$ cat src/rtl/gpio_bridge.sv
// GPIO bridge: DIP banks, debounced keys with press interrupts,
// byte-writable LED register, all on a small word-addressed bus.
module gpio_bridge #(
    parameter int NUM_DIP = 2,
    parameter int KEY_W   = 8,
    parameter int LED_W   = 32,
    parameter int DEB_CYC = 16
) (
    input  logic                   clk,
    input  logic                   reset,
    input  logic [3:0]             byteEn,
    input  logic [2:0]             Addr,
    input  logic [31:0]            WD,
    input  logic [32*NUM_DIP-1:0]  dips,
    input  logic [KEY_W-1:0]       key,
    output logic [31:0]            RD,
    output logic [LED_W-1:0]       LED,
    output logic                   irq
);

    localparam logic [15:0] DEB_LAST = 16'(DEB_CYC - 1);

    logic [32*NUM_DIP-1:0] r_dip_s1;
    logic [32*NUM_DIP-1:0] r_dip_s2;
    logic [32*NUM_DIP-1:0] r_dip;
    logic [KEY_W-1:0]      r_key_s1;
    logic [KEY_W-1:0]      r_key_s2;
    logic [KEY_W-1:0]      r_deb;
    logic [KEY_W-1:0]      r_en;
    logic [KEY_W-1:0]      r_pend;
    logic [15:0]           r_cnt [KEY_W];
    logic [LED_W-1:0]      r_led;

    logic                  w_we;
    logic [31:0]           w_lane;
    logic [LED_W-1:0]      w_led_wr;
    logic [KEY_W-1:0]      w_en_wr;
    logic [KEY_W-1:0]      w_clr;
    logic [KEY_W-1:0]      w_press;
    logic [31:0]           w_rd;

    assign w_we   = |byteEn;
    assign w_lane = {{8{byteEn[3]}}, {8{byteEn[2]}},
                     {8{byteEn[1]}}, {8{byteEn[0]}}};

    assign w_led_wr = (r_led & ~w_lane[LED_W-1:0])
                    | (WD[LED_W-1:0] & w_lane[LED_W-1:0]);
    assign w_en_wr  = (r_en & ~w_lane[KEY_W-1:0])
                    | (WD[KEY_W-1:0] & w_lane[KEY_W-1:0]);
    assign w_clr    = (w_we && Addr == 3'd7)
                    ? (WD[KEY_W-1:0] & w_lane[KEY_W-1:0])
                    : '0;

    // A press edge is the debounced bit flipping from 0 to 1 this cycle
    always_comb begin
        w_press = '0;
        for (int k = 0; k < KEY_W; k++) begin
            w_press[k] = r_key_s2[k] & ~r_deb[k]
                       & (r_cnt[k] == DEB_LAST);
        end
    end

    // Synchronizers hold the inverted (active-high) sense, so reset means released
    always_ff @(posedge clk) begin
        if (!reset) begin
            r_dip_s1 <= '0;
            r_dip_s2 <= '0;
            r_dip    <= '0;
            r_key_s1 <= '0;
            r_key_s2 <= '0;
            r_deb    <= '0;
            r_en     <= '0;
            r_pend   <= '0;
            r_led    <= '0;
            for (int k = 0; k < KEY_W; k++) begin
                r_cnt[k] <= '0;
            end
        end else begin
            r_dip_s1 <= ~dips;
            r_dip_s2 <= r_dip_s1;
            r_dip    <= r_dip_s2;
            r_key_s1 <= ~key;
            r_key_s2 <= r_key_s1;
            for (int k = 0; k < KEY_W; k++) begin
                if (r_key_s2[k] == r_deb[k]) begin
                    r_cnt[k] <= '0;
                end else if (r_cnt[k] == DEB_LAST) begin
                    r_deb[k] <= r_key_s2[k];
                    r_cnt[k] <= '0;
                end else begin
                    r_cnt[k] <= r_cnt[k] + 16'd1;
                end
            end
            if (w_we && Addr == 3'd5) begin
                r_led <= w_led_wr;
            end
            if (w_we && Addr == 3'd6) begin
                r_en <= w_en_wr;
            end
            r_pend <= (r_pend & ~w_clr) | w_press;
        end
    end

    always_comb begin
        w_rd = '0;
        case (Addr)
            3'd4: w_rd[KEY_W-1:0] = r_deb;
            3'd5: w_rd[LED_W-1:0] = r_led;
            3'd6: w_rd[KEY_W-1:0] = r_en;
            3'd7: w_rd[KEY_W-1:0] = r_pend;
            default: begin
                for (int b = 0; b < NUM_DIP; b++) begin
                    if (Addr == 3'(b)) begin
                        w_rd = r_dip[32*b +: 32];
                    end
                end
            end
        endcase
    end

    assign RD  = w_rd;
    assign LED = ~r_led;
    assign irq = |(r_pend & r_en);

endmodule

$ cat config.mk
export PLATFORM = sky130hd
export DESIGN_NAME = gpio_bridge
export DESIGN_NICKNAME = d
export VERILOG_FILES = /design/src/rtl/gpio_bridge.sv
export SDC_FILE = /design/constraint.sdc
export NUM_CORES = 1
export LEC_CHECK = 0
export BUFFER_PORTS_ARGS = -buffer_cell sky130_fd_sc_hd__buf_4
export CORE_UTILIZATION = 38
export DETAILED_ROUTE_END_ITERATION = 12
export PLACE_DENSITY = 0.57
export SKIP_CTS_REPAIR_TIMING = 1
export SLEW_MARGIN = 10
export SYNTH_ARGS = -nofsm -noshare
export SYNTH_HDL_FRONTEND = slang
export SYNTH_SLANG_ARGS = --single-unit
$ cat constraint.sdc
create_clock -name clk -period 2.2 [get_ports clk]
set_clock_uncertainty 0.2 [all_clocks]
set_input_delay 0.11 -clock clk [delete_from_list [all_inputs] [get_ports clk]]
set_output_delay 0.11 -clock clk [all_outputs]
set_load 0.05 [all_outputs]
==> results.sh <==
export IMPL_synth_ff_type="dfxtp_1"
export IMPL_powerDensity_nw_per_um2=731
export IMPL_outcome="finished, final reports clean"
export IMPL_syn_cell_area_um2=16000
export IMPL_final_util=0.533
export IMPL_layout_cells_non_filler=2628
export IMPL_yosys_area_top_type_share=0.330
export IMPL_fin_crit_sh=0.980
export IMPL_power_frac_seq=0.491
export IMPL_n_antenna_cell=0
export IMPL_maxSlewHeadroom=0.638
export IMPL_grt_pass1_wl_mm=55.1
export IMPL_hold_viol=0
export IMPL_drc_errors=0
export IMPL_gp_congestion=0.815
export IMPL_ctsHtreeMaxLevel=2
export IMPL_synth_warnings=0
export IMPL_die_area_um2=43000
export IMPL_synth_cell_types=45
export IMPL_synth_edff_count=128
export IMPL_synth_area_leaders="dfxtp_1 (33%), edfxtp_1 (24%), and2_1 (5.5%), xnor2_1 (4.7%), nor2_1 (4.1%)"
export IMPL_grt_overflow_total=0
export IMPL_cp_arrival_ps=1850
export IMPL_seq_area_frac_synth=0.570
export IMPL_ir_worst_vdd_v=0.000595
export IMPL_final_antenna_net_count=0
export IMPL_crit_type="register to output pin"
export IMPL_setup_slack_ps=43.6
export IMPL_switchingPower_w=0.00365
export IMPL_nets=2194
export IMPL_swShare=0.228
export IMPL_wl_per_cell_um=13.7
export IMPL_fp_dieH_um=207
export IMPL_post_synth_cell_area_avg_um2=10.4
export IMPL_power_frac_comb=0.073
export IMPL_via_per_inst=4.53
export IMPL_worst_pin_slew_ps=541
export IMPL_setup_viol=0
export IMPL_antenna_found_initial=0
export IMPL_track_usage=0.158
export IMPL_cts_sinks=392
export IMPL_clk_path_buf_depth=3
export IMPL_p_int_w=0.0124
export IMPL_wl_mm=36.0
export IMPL_hp_class="primary input to register"
export IMPL_rsz0062_at_grt="yes"
export IMPL_area_growth_syn_to_layout_pct=37.3
export IMPL_slowest_delay_ps=530
export IMPL_postSynth_asyncResetShare=0
export IMPL_core_rowCount=74
export IMPL_maxCapViolations=0
export IMPL_start_util=0.389
export IMPL_dp_cells=2373
export IMPL_clock_latency_ps=580
export IMPL_crit_required_ps=1890
export IMPL_cp_max_fo=3
export IMPL_path_cells="mux4_2 -> nand2_1 -> o21ai_1 -> buf_4"
export IMPL_cts_tree="yes"
export IMPL_yosysMostFrequentCell="dfxtp_1"
export IMPL_clk_pin_slew_ps=60
export IMPL_critPathCaptureType="output pin"
export IMPL_period_minus_slack_ps=2160
export IMPL_p_clk_frac=0.435
export IMPL_drive_gt1_frac=0.166
export IMPL_coreArea_um2=41200
export IMPL_numCtsBuffers=43
export IMPL_root_buffer="clkbuf_16"
export IMPL_dr_pass1_iters=5
export IMPL_critPathSlowestCell="mux4_2"
export IMPL_drtIter0Drc=658
export IMPL_place_ws_ps=49.0
export IMPL_synthTopCellsByCount="dfxtp_1 (264), nor2_1 (176), and2_1 (141), edfxtp_1 (128), nand2_1 (123)"
export IMPL_synth_cells=1542
export IMPL_dp_hpwl_mm=23.8
export IMPL_ios=178
export IMPL_cp_start_kind="register"
export IMPL_finalMaxSlewViolations=0
export IMPL_vias=11894
export IMPL_grt_pass1_vias=10938
export IMPL_grt_start_max_net_pins=94
export IMPL_die_w_um=207
export IMPL_fmax_ghz=0.464
export IMPL_ys_seq_elements=392
export IMPL_p_leak_nw=8.66
export IMPL_synth_area_leader_cell="dfxtp_1"
export IMPL_port_buffer_count=177
==> power by group through the flow <==
stage	Combinational (W)	Sequential [W]	Clock (W)
detailed placement	0.000944	0.00804	0
finish	0.00118	0.00789	0.00699
floorplan	0.000561	0.00801	0
global placement	0.000939	0.00803	0
CTS	0.000949	0.00789	0.00722
global route	0.00129	0.00792	0.00751
==> through the flow <==
| stage | cell area (um2) | total power, W | hold slack, ps | TNS (ps) |
|---|---|---|---|---|
| after floorplan | 16500 | 0.00857 | -18.4 | 0 |
| after global placement | 18700 | 0.00897 | 67.2 | 0 |
| after detailed placement | 18700 | 0.00899 | 67.3 | 0 |
| after CTS | 20100 | 0.0161 | -560 | -40.9 |
| after global routing | 22000 | 0.0167 | 11.3 | -26.3 |
| final | 22000 | 0.0161 | 24.7 | 0 |
==> worst max-delay path: cells and delay by family, from the launching register on <==
| kind | cells | cell delay (ps) |
|---|---|---|
| buffers and inverters | 1 | 210 |
| and+or+nand+nor | 1 | 110 |
| muxes | 1 | 530 |
| DFF | 1 | 320 |
| AOI/OAI and AO/OA | 1 | 100 |
==> logic make-up after synthesis <==
| kind of cell | after synthesis | synth area share |
|---|---|---|
| multiplexers | 40 | 0.0313 |
| flip-flops | 392 | 0.570 |
| adder cells (fa/ha/maj) | 16 | 0.0125 |
| buffers and inverters | 143 | 0.0368 |
| AND/OR/NAND/NOR | 733 | 0.245 |
| AO/OA/AOI/OAI | 110 | 0.0456 |
| other | 1 | 0.000234 |
| XOR/XNOR | 107 | 0.0585 |
==> metal layers <==
metal  GRT usage  part of all wire  up-vias
met3      0.0495             0.046       57
met4      0.0473             0.020        0
li1            -                 -     6089
met2       0.252              0.47      224
met1       0.204              0.47     5524
met5           0                 0        -
==> final timing paths <==
kind	cells past startpoint	slack, ps	end	from
setup / recovery	4	40	RD[4]	r_pend[4]
hold / removal	5	20	register	byteEn[0]
setup reg to reg	4	80	r_cnt[1][40]	r_cnt[1][44]
hold reg to reg	1	220	r_dip[27]	r_dip_s2[27]
==> cells in the final DEF (no fill, tap or decap), types with 5 or more instances in the layout <==
master | Yosys | layout
xnor2_1 | 85 | 85
conb_1 | 1 | 128
and4_1 | 7 | 7
nor2_1 | 176 | 176
or2_2 | 5 | 5
o21ai_1 | 0 | 5
clkbuf_1 | 50 | 7
nor2b_1 | 80 | 80
buf_12 | 0 | 8
a21o_1 | 6 | 6
nand2_1 | 123 | 123
clkbuf_16 | 0 | 45
ha_1 | 16 | 16
nand3b_4 | 3 | 5
buf_6 | 3 | 6
nor2_2 | 10 | 10
and2_1 | 141 | 141
nor3_1 | 31 | 31
a21oi_1 | 30 | 30
or4_4 | 5 | 6
or4_1 | 9 | 8
mux2i_1 | 32 | 32
and3_1 | 10 | 10
nand3b_1 | 11 | 11
edfxtp_1 | 128 | 128
xor2_1 | 22 | 22
buf_4 | 0 | 222
nand3_1 | 46 | 46
dlygate4sd3_1 | 0 | 177
a21boi_0 | 47 | 47
inv_1 | 79 | 79
nand4_1 | 28 | 28
nor4_1 | 37 | 37
a22oi_1 | 12 | 12
dfxtp_1 | 264 | 263
clkinv_2 | 0 | 9
mux4_2 | 8 | 8
==> final cells by class <==
| type | instances | area [um2] |
|---|---|---|
| fill | 3695 | 19200 |
| sequential | 392 | 9130 |
| multi-input combinational | 1136 | 6830 |
| timing repair buffer | 413 | 3670 |
| clock buffer | 56 | 1210 |
| tap | 532 | 666 |
| inverter | 79 | 297 |
| clock inverter | 20 | 183 |
No activity file was read; power rests on OpenSTA's default activity.
